**src/rtl/mesi_isc_mon_pkg.sv**
```systemverilog
// Shared types for the MESI ISC bus monitor: bus command encodings, the
// handshake tracker state, error-bit positions and small command classifiers.
package mesi_isc_mon_pkg;

   localparam int CMD_W = 3;
   localparam int ERR_W = 8;

   // Error flag bit positions in err_o
   localparam int ERR_STABLE_M = 0;
   localparam int ERR_SPUR_MACK = 1;
   localparam int ERR_TO_M = 2;
   localparam int ERR_STABLE_C = 3;
   localparam int ERR_SPUR_CACK = 4;
   localparam int ERR_TO_C = 5;
   localparam int ERR_OVF = 6;
   localparam int ERR_UNF = 7;

   typedef enum logic [CMD_W-1:0] {
      MBUS_NOP      = 3'd0,
      MBUS_WR       = 3'd1,
      MBUS_RD       = 3'd2,
      MBUS_WR_BROAD = 3'd3,
      MBUS_RD_BROAD = 3'd4
   } mbus_cmd_e;

   typedef enum logic [CMD_W-1:0] {
      CBUS_NOP      = 3'd0,
      CBUS_WR_SNOOP = 3'd1,
      CBUS_RD_SNOOP = 3'd2,
      CBUS_EN_WR    = 3'd3,
      CBUS_EN_RD    = 3'd4
   } cbus_cmd_e;

   typedef enum logic {
      TRK_IDLE = 1'b0,
      TRK_PEND = 1'b1
   } trk_state_e;

   // mbus request that allocates a broadcast slot in the ISC
   function automatic logic is_broad(input logic [CMD_W-1:0] c);
      return (c == MBUS_WR_BROAD) || (c == MBUS_RD_BROAD);
   endfunction

   // cbus enable that retires a broadcast slot in the ISC
   function automatic logic is_en(input logic [CMD_W-1:0] c);
      return (c == CBUS_EN_WR) || (c == CBUS_EN_RD);
   endfunction

   // cbus snoop command that must finish before any enable goes out
   function automatic logic is_snoop(input logic [CMD_W-1:0] c);
      return (c == CBUS_WR_SNOOP) || (c == CBUS_RD_SNOOP);
   endfunction

endpackage

```
**src/rtl/mesi_isc_hs_tracker.sv**
```systemverilog
// One request/ack handshake tracker: follows a single command channel from
// request to ack, holds the command/address seen at request time, and flags
// instability, acks with nothing outstanding, and requests that wait too long.
// Error outputs are combinational for the current edge; the caller registers them.
module mesi_isc_hs_tracker
   import mesi_isc_mon_pkg::*;
#(
   parameter int CMD_W      = 3,
   parameter int ADDR_WIDTH = 32,
   parameter int TIMEOUT    = 64
) (
   input  logic                  clk,
   input  logic                  rst,
   input  logic [CMD_W-1:0]      cmd,
   input  logic [ADDR_WIDTH-1:0] addr,
   input  logic                  ack,
   output logic [CMD_W-1:0]      pend_cmd,
   output logic                  err_stable,
   output logic                  err_spur,
   output logic                  err_to
);

   localparam int TW = $clog2(TIMEOUT + 1);

   trk_state_e            state;
   logic [TW-1:0]         wait_cnt;
   logic [CMD_W-1:0]      lat_cmd;
   logic [ADDR_WIDTH-1:0] lat_addr;
   logic                  req;
   logic                  start;
   logic                  hit_to;

   assign req    = (cmd != '0);
   // a request not acked on its first edge opens a pending handshake
   assign start  = (state == TRK_IDLE) && req && !ack;
   // wait_cnt counts unacked edges so far; this edge would be number TIMEOUT
   assign hit_to = (wait_cnt == TW'(TIMEOUT - 1));

   assign pend_cmd = (state == TRK_PEND) ? lat_cmd : '0;

   // Classify the current edge against the tracker state
   always_comb begin
      err_stable = 1'b0;
      err_spur   = 1'b0;
      err_to     = 1'b0;
      if (state == TRK_PEND) begin
         err_stable = (cmd != lat_cmd) || (addr != lat_addr);
         err_to     = !ack && hit_to;
      end else begin
         err_spur   = !req && ack;
      end
   end

   // Handshake FSM and wait timer
   always_ff @(posedge clk or negedge rst) begin
      if (!rst) begin
         state    <= TRK_IDLE;
         wait_cnt <= '0;
      end else if (state == TRK_IDLE) begin
         if (start) begin
            state    <= TRK_PEND;
            wait_cnt <= TW'(1);
         end
      end else begin
         if (ack || hit_to) begin
            state    <= TRK_IDLE;
            wait_cnt <= '0;
         end else begin
            wait_cnt <= wait_cnt + TW'(1);
         end
      end
   end

   // Capture the command and address presented when the handshake opens
   always_ff @(posedge clk) begin
      if (start) begin
         lat_cmd  <= cmd;
         lat_addr <= addr;
      end
   end

endmodule

```
**src/rtl/mesi_isc_bus_monitor.sv**
```systemverilog
// Protocol monitor for the MESI intersection controller. One handshake tracker
// per CPU on each of mbus and cbus, plus broadcast-slot accounting, a
// completed-broadcast counter and a sticky error latch with first-offender index.
module mesi_isc_bus_monitor
   import mesi_isc_mon_pkg::*;
#(
   parameter int NUM_CPU    = 4,
   parameter int ADDR_WIDTH = 32,
   parameter int TIMEOUT    = 64,
   parameter int FIFO_DEPTH = 2,
   parameter int CNT_WIDTH  = 16
) (
   input  logic                             clk,
   input  logic                             rst,
   input  logic [CMD_W*NUM_CPU-1:0]         mbus_cmd_i,
   input  logic [ADDR_WIDTH*NUM_CPU-1:0]    mbus_addr_i,
   input  logic [NUM_CPU-1:0]               mbus_ack_o_i,
   input  logic [CMD_W*NUM_CPU-1:0]         cbus_cmd_o_i,
   input  logic [ADDR_WIDTH-1:0]            cbus_addr_o_i,
   input  logic [NUM_CPU-1:0]               cbus_ack_i,
   input  logic                             err_clr_i,
   output logic [ERR_W-1:0]                 err_o,
   output logic [$clog2(NUM_CPU)-1:0]       err_cpu_o,
   output logic                             err_pulse_o,
   output logic [CNT_WIDTH-1:0]             bcast_cnt_o,
   output logic [$clog2(FIFO_DEPTH+1)-1:0]  outst_o
);

   localparam int CW = $clog2(NUM_CPU);
   localparam int OW = $clog2(FIFO_DEPTH + 1);
   localparam int NW = $clog2(NUM_CPU + 1);
   localparam int SW = OW + NW + 2;

   logic [NUM_CPU-1:0] m_stable, m_spur, m_to;
   logic [NUM_CPU-1:0] c_stable, c_spur, c_to;
   logic [NUM_CPU-1:0] snoop_pend, en_now, snoop_err;
   logic [NUM_CPU-1:0] broad_ack, en_ack;

   logic [NW-1:0]          n_inc_p0, n_dec_p0;
   logic signed [SW-1:0]   outst_sum_p0;
   logic                   ovf_p0, unf_p0;
   logic [OW-1:0]          outst_nxt_p0;
   logic [CNT_WIDTH-1:0]   bcast_nxt_p0;
   logic [NUM_CPU-1:0]     cpu_err_p0;
   logic [ERR_W-1:0]       new_err_p0;
   logic [CW-1:0]          first_cpu_p0;

   // Add a small increment to the broadcast counter, sticking at all-ones
   function automatic logic [CNT_WIDTH-1:0] sat_add_cnt(
      input logic [CNT_WIDTH-1:0] a,
      input logic [NW-1:0]        b
   );
      logic [CNT_WIDTH:0] s;
      s = {1'b0, a} + (CNT_WIDTH + 1)'(b);
      return s[CNT_WIDTH] ? '1 : s[CNT_WIDTH-1:0];
   endfunction

   // Limit the signed occupancy estimate to the legal range 0..FIFO_DEPTH
   function automatic logic [OW-1:0] clamp_outst(input logic signed [SW-1:0] s);
      if (s > $signed(SW'(FIFO_DEPTH)))
         return OW'(FIFO_DEPTH);
      else if (s < 0)
         return '0;
      else
         return s[OW-1:0];
   endfunction

   for (genvar i = 0; i < NUM_CPU; i++) begin : g_cpu
      logic [CMD_W-1:0]   m_cmd;
      logic [CMD_W-1:0]   c_cmd;
      logic [CMD_W-1:0]   c_pend_cmd;
      logic [CMD_W-1:0]   m_pend_cmd_unused;
      logic [NUM_CPU-1:0] others;

      assign m_cmd  = mbus_cmd_i[CMD_W*i +: CMD_W];
      assign c_cmd  = cbus_cmd_o_i[CMD_W*i +: CMD_W];
      assign others = ~(NUM_CPU'(1) << i);

      mesi_isc_hs_tracker #(
         .CMD_W      (CMD_W),
         .ADDR_WIDTH (ADDR_WIDTH),
         .TIMEOUT    (TIMEOUT)
      ) u_mbus_trk (
         .clk        (clk),
         .rst        (rst),
         .cmd        (m_cmd),
         .addr       (mbus_addr_i[ADDR_WIDTH*i +: ADDR_WIDTH]),
         .ack        (mbus_ack_o_i[i]),
         .pend_cmd   (m_pend_cmd_unused),
         .err_stable (m_stable[i]),
         .err_spur   (m_spur[i]),
         .err_to     (m_to[i])
      );

      // every cbus tracker watches the shared broadcast address
      mesi_isc_hs_tracker #(
         .CMD_W      (CMD_W),
         .ADDR_WIDTH (ADDR_WIDTH),
         .TIMEOUT    (TIMEOUT)
      ) u_cbus_trk (
         .clk        (clk),
         .rst        (rst),
         .cmd        (c_cmd),
         .addr       (cbus_addr_o_i),
         .ack        (cbus_ack_i[i]),
         .pend_cmd   (c_pend_cmd),
         .err_stable (c_stable[i]),
         .err_spur   (c_spur[i]),
         .err_to     (c_to[i])
      );

      assign broad_ack[i]  = mbus_ack_o_i[i] && is_broad(m_cmd);
      assign en_ack[i]     = cbus_ack_i[i] && is_en(c_cmd);
      assign snoop_pend[i] = is_snoop(c_pend_cmd);
      assign en_now[i]     = is_en(c_cmd);
      // an enable must not overtake a snoop still outstanding on another CPU
      assign snoop_err[i]  = en_now[i] && |(snoop_pend & others);
   end

   // Count broadcast allocations and retirements acked on this edge
   always_comb begin
      n_inc_p0 = '0;
      n_dec_p0 = '0;
      for (int i = 0; i < NUM_CPU; i++) begin
         n_inc_p0 = n_inc_p0 + NW'(broad_ack[i]);
         n_dec_p0 = n_dec_p0 + NW'(en_ack[i]);
      end
   end

   // Occupancy update with overflow/underflow detection
   always_comb begin
      outst_sum_p0 = $signed(SW'(outst_o)) + $signed(SW'(n_inc_p0))
                   - $signed(SW'(n_dec_p0));
      ovf_p0       = outst_sum_p0 > $signed(SW'(FIFO_DEPTH));
      unf_p0       = outst_sum_p0 < 0;
      outst_nxt_p0 = clamp_outst(outst_sum_p0);
      bcast_nxt_p0 = sat_add_cnt(bcast_cnt_o, n_dec_p0);
   end

   // Gather this edge's violations and find the lowest offending CPU
   always_comb begin
      cpu_err_p0 = m_stable | m_spur | m_to | c_stable | c_spur | c_to | snoop_err;
      new_err_p0                = '0;
      new_err_p0[ERR_STABLE_M]  = |m_stable;
      new_err_p0[ERR_SPUR_MACK] = |m_spur;
      new_err_p0[ERR_TO_M]      = |m_to;
      new_err_p0[ERR_STABLE_C]  = |c_stable | |snoop_err;
      new_err_p0[ERR_SPUR_CACK] = |c_spur;
      new_err_p0[ERR_TO_C]      = |c_to;
      new_err_p0[ERR_OVF]       = ovf_p0;
      new_err_p0[ERR_UNF]       = unf_p0;
      first_cpu_p0 = '0;
      for (int i = NUM_CPU - 1; i >= 0; i--) begin
         if (cpu_err_p0[i])
            first_cpu_p0 = CW'(i);
      end
   end

   // ---- stage p0 -> outputs: counters, sticky error latch, new-error pulse ----
   always_ff @(posedge clk or negedge rst) begin
      if (!rst) begin
         outst_o     <= '0;
         bcast_cnt_o <= '0;
         err_o       <= '0;
         err_cpu_o   <= '0;
         err_pulse_o <= 1'b0;
      end else begin
         outst_o     <= outst_nxt_p0;
         bcast_cnt_o <= bcast_nxt_p0;
         if (err_clr_i) begin
            err_o       <= '0;
            err_cpu_o   <= '0;
            err_pulse_o <= 1'b0;
         end else begin
            err_o       <= err_o | new_err_p0;
            err_pulse_o <= |(new_err_p0 & ~err_o);
            // only the first error cycle after a clear names the offender
            if ((err_o == '0) && (new_err_p0 != '0))
               err_cpu_o <= first_cpu_p0;
         end
      end
   end

endmodule

```
**config.mk**
```make
export PLATFORM = sky130hd
export DESIGN_NAME = mesi_isc_bus_monitor
export DESIGN_NICKNAME = d
export VERILOG_FILES = /design/src/rtl/mesi_isc_mon_pkg.sv /design/src/rtl/mesi_isc_hs_tracker.sv /design/src/rtl/mesi_isc_bus_monitor.sv
export SDC_FILE = /design/constraint.sdc
export NUM_CORES = 1
export LEC_CHECK = 0
export BUFFER_PORTS_ARGS = -buffer_cell sky130_fd_sc_hd__buf_2
export CAP_MARGIN = 20
export CORE_MARGIN = 2
export CORE_UTILIZATION = 45
export DETAILED_ROUTE_END_ITERATION = 8
export PLACE_DENSITY = 0.65
export SYNTH_ARGS = -nofsm -noshare
export SYNTH_HDL_FRONTEND = slang
export SYNTH_SLANG_ARGS = --single-unit
```
**constraint.sdc**
```tcl
create_clock -name clk -period 10.1 [get_ports clk]
set_clock_uncertainty 0.2 [all_clocks]
set_input_delay 1.01 -clock clk [delete_from_list [all_inputs] [get_ports clk]]
set_output_delay 1.01 -clock clk [all_outputs]
set_load 0.005 [all_outputs]
```
==> metrics.md <==
| Metric | Value |
|---|---|
| Status | complete, no violations |
| Initial antenna violation count | 0 |
| Die ar. | between 0.03 and 0.04 sq mm |
| Power after layout | just under 4 mW |
| Vert. Die Dim | 197 um |
| Vias post-DR | between 10k and 15k |
| Startpoint Class | input port |
| Yosys top cell by area | edfxtp_1 |
| Most used cell, CP | fa_1 |
| Hold Vio Cnt, Final | 0 |
| Post-synth EDFFs | 280 |
| # placed instances | 1960 |
| Initial Util | between 40% and 50% |
| Vias in the first global route | about 11k |
| Crit end category | register |
| Number of H-tree levels | 2 |
| Mean Syn Cell Area | 13.3 sq um |
| CTS Buf Count | between 40 and 50 |
| Max FO, Critical Path | 5 |
| Drt total wl | 36900 um |
| CP max-delay cell | fa_1 |
| Tmin final | around 5.5 ns |
| Total grt overflow | 0 |
| Synthesis-stage register bit count | around 370 |
| RSZ-0062 raised after global routing | false |
| Register-to-Register Path Depth | 10 |
| Final non-filler cell total | around 2k |
| Max Slew Vio Count | 0 |
| Crit path kind | in2reg |
| Antenna Nets Post-Route | 0 |
| Dpl ws | around 4 ns |
| Mapped Nets | between 1k and 1.5k |
| DRC | 0 |
| Layout Cell Area excl Fill | 0.0199 sq mm |
| I/O pin total | between 200 and 250 |
| Synth Cell Area | between 0.015 and 0.02 sq mm |
| Port bufs | around 220 |
| Delay-heaviest family, CP | adder cells |
| Max Buffers Root-to-Sink | 3 |
| Clock sink count | between 300 and 400 |
| Worst endpoint required time | 10.39 ns |
| Mapped Cells | approximately 1.3k |
| Layout area overhead | 18.4% |
| Drt via density | approximately 5.2 |
| Avg WL per Cell | about 18 um |
| WP buf/inv | 4 |
| Min-delay worst type | in2async |
| Initial DRT Pass Iterations | 5 |
| Final setup fails | 0 |
| CP cell instances | buf_2 > nand2_1 > o21ai_0 > nand2_1 > fa_1 > inv_1 > ha_1 > ha_1 > inv_1 > fa_1 > fa_1 > inv_1 > fa_1 > xnor2_1 > a2111oi_0 > o21ai_0 > a22oi_1 > nor3b_1 > a41oi_1 > o22ai_1 |
| Final core occ | a little over half |
| Largest net degree at the start of global routing | ~50 |
| Top post-synthesis cells by area | edfxtp_1 50%, dfrtp_1 14%, xor2_1 13%, nor4_1 2.8%, xnor2_1 2.0% |
| Max incr delay on CP | 0.50 ns |
| Post-CTS Setup Bufs | 0 |
| Global router's overall resource usage | 19.0% |
| P_leak | about 7.9 nW |
| Final Worst Setup Slack | approximately 4.6 ns |
| Arr. time, crit path | just under 6 ns |
| Synthesis Warnings | 0 |
| Root Buffer Master | clkbuf_16 |
| Drt initial violations | roughly 730 |
| Clk slew on worst S/H paths | 0.06 ns |
| RePlAce Congestion | 0.837 |
| Core area | approximately 0.037 sq mm |
| Final net count | 1755 |
| Final HPWL DP | around 27000 um |
| Ys flop type | edfxtp_1 |
| Slew HR | a little over a third |
| Max frequency | 0.181 GHz |
| CTS tree | built |
| Hold Slack | roughly 0.24 ns |
| Clk Latency, worst-skew pair | roughly 0.56 ns |
| Pwr dens | roughly 190 mW/mm^2 |
| CTS Hold Bufs | 0 |
| Synth top area share | around half |
| DP Area | roughly 0.019 sq mm |
| Layout cell share with drive strength beyond 1 | a little under a fifth |
| Seq/Total Area, Yosys | between 60% and 70% |
| Total Neg Setup Slack | 0 ns |
| Period Utilization, post-route | a little over half |
| Cts repair resizes | 0 |
| Peak VDD IR | between 0.1 and 0.15 mV |
| Die width | slightly below 200 um |
| First-pass GRT wire length | between 50000 and 60000 um |
| Netlist cell types | between 50 and 60 |
| Async SR Flop Fraction | 24.9% |
| Num rows | 70 |
| Max-Cap Viols | 0 |
| Slew @ Worst Pin | ~0.97 ns |
| Levels on crit path | 20 |
==> flip-flops by register name, summed over array words and instances, names as in the netlist <==
name                       flops
g_cpu.u_mbus_trk.lat_addr    128
err_cpu_o                      2
g_cpu.u_cbus_trk.state         4
g_cpu.u_mbus_trk.lat_cmd      12
g_cpu.u_cbus_trk.lat_addr    128
err_pulse_o                    1
bcast_cnt_o                   16
outst_o                        2
err_o                          8
g_cpu.u_mbus_trk.wait_cnt     28
g_cpu.u_mbus_trk.state         4
g_cpu.u_cbus_trk.wait_cnt     28
g_cpu.u_cbus_trk.lat_cmd      12
==> cell usage after synthesis, types with 3 or more instances <==
cell,n
and2_1,6
o31a_1,7
o21a_1,6
nor4bb_1,4
xor2_1,259
and3b_1,8
nand3b_1,3
and3_1,15
nor3b_1,4
nor2b_1,20
nor2_1,72
o31ai_1,14
dfrtp_1,93
o21ai_0,62
inv_1,29
nand2_1,58
xnor2_1,38
a21oi_1,23
o41ai_1,5
o22ai_1,10
clkbuf_1,4
nand2b_1,26
nor4_1,76
nor3_1,25
a31oi_1,6
nand3_1,34
ha_1,19
nand4_1,22
fa_1,6
or4_1,5
edfxtp_1,280
==> area by class of cell <==
| class | count | area [sq um] |
|---|---|---|
| Fill cell | 3098 | 16800 |
| Clock inverter | 24 | 211 |
| Multi-Input combinational cell | 857 | 5990 |
| Timing Repair Buffer | 233 | 1190 |
| Clock buffer | 52 | 1080 |
| Sequential cell | 373 | 10700 |
| Inverter | 29 | 109 |
| Tap cell | 468 | 586 |
| Antenna cell | 3 | 7.51 |
==> per-layer routing <==
| metal | global-route usage (%) | share of wire [%] | vias up |
|---|---|---|---|
| li1 | - | - | 5195 |
| met1 | 25.6 | 45 | 5174 |
| met2 | 30.5 | 46 | 265 |
| met3 | 4.51 | 6.1 | 57 |
| met4 | 6.15 | 2.6 | 0 |
| met5 | 0 | 0 | - |
==> power breakdown <==
group          leakage, nW  switching, mW  internal, mW
registers             3.87         0.0865          1.81
clock network        0.628          0.599         0.835
logic                 3.37          0.318         0.224
total                 7.86           1.00          2.87
==> final timing paths <==
| kind | start | end | slack, ns |
|---|---|---|---|
| max | cbus_cmd_o_i[0] | err_cpu_o[0]$_DFFE_PN0P_ | 4.59 |
| min | rst | g_cpu[2].u_mbus_trk.state$_DFF_PN0_ | 0.24 |
| max reg2reg | outst_o[1]$_DFF_PN0_ | err_cpu_o[0]$_DFFE_PN0P_ | 6.69 |
| min reg2reg | g_cpu[2].u_cbus_trk.wait_cnt[5]$_DFFE_PN0P_ | g_cpu[2].u_cbus_trk.wait_cnt[5]$_DFFE_PN0P_ | 0.28 |
| max in group asynchronous | rst | g_cpu[0].u_cbus_trk.wait_cnt[3]$_DFFE_PN0P_ | 8.40 |
| min in group clk | g_cpu[2].u_cbus_trk.wait_cnt[5]$_DFFE_PN0P_ | g_cpu[2].u_cbus_trk.wait_cnt[5]$_DFFE_PN0P_ | 0.28 |
==> layout by cell type, fill, tap and decap left out, drive strengths merged, types with 4 or more instances in the layout <==
| cell | count |
|---|---|
| edfxtp | 280 |
| xor2 | 259 |
| buf | 233 |
| dfrtp | 93 |
| nor4 | 77 |
| nor2 | 72 |
| o21ai | 63 |
| nand2 | 58 |
| clkbuf | 52 |
| xnor2 | 38 |
| nand3 | 34 |
| inv | 30 |
| nand2b | 26 |
| nor3 | 25 |
| a21oi | 23 |
| nand4 | 22 |
| nor2b | 20 |
| ha | 19 |
| clkinv | 19 |
| and3 | 15 |
| o31ai | 14 |
| o22ai | 10 |
| and3b | 8 |
| o31a | 8 |
| and2 | 7 |
| o21a | 6 |
| a31oi | 6 |
| fa | 6 |
| o41ai | 5 |
| or4 | 5 |
| nor4bb | 4 |
| nor3b | 4 |
==> kinds of logic after synthesis <==
kind of cell,count (synthesis),share of synthesized area (%)
simple gates,385,12.3
flops,373,63.9
xor+xnor,297,15.5
compound gates,149,5.43
buf+inv,33,0.737
fa+ha+maj,25,2.13
mux,1,0.0670
No activity file was read; power rests on OpenSTA's default activity.
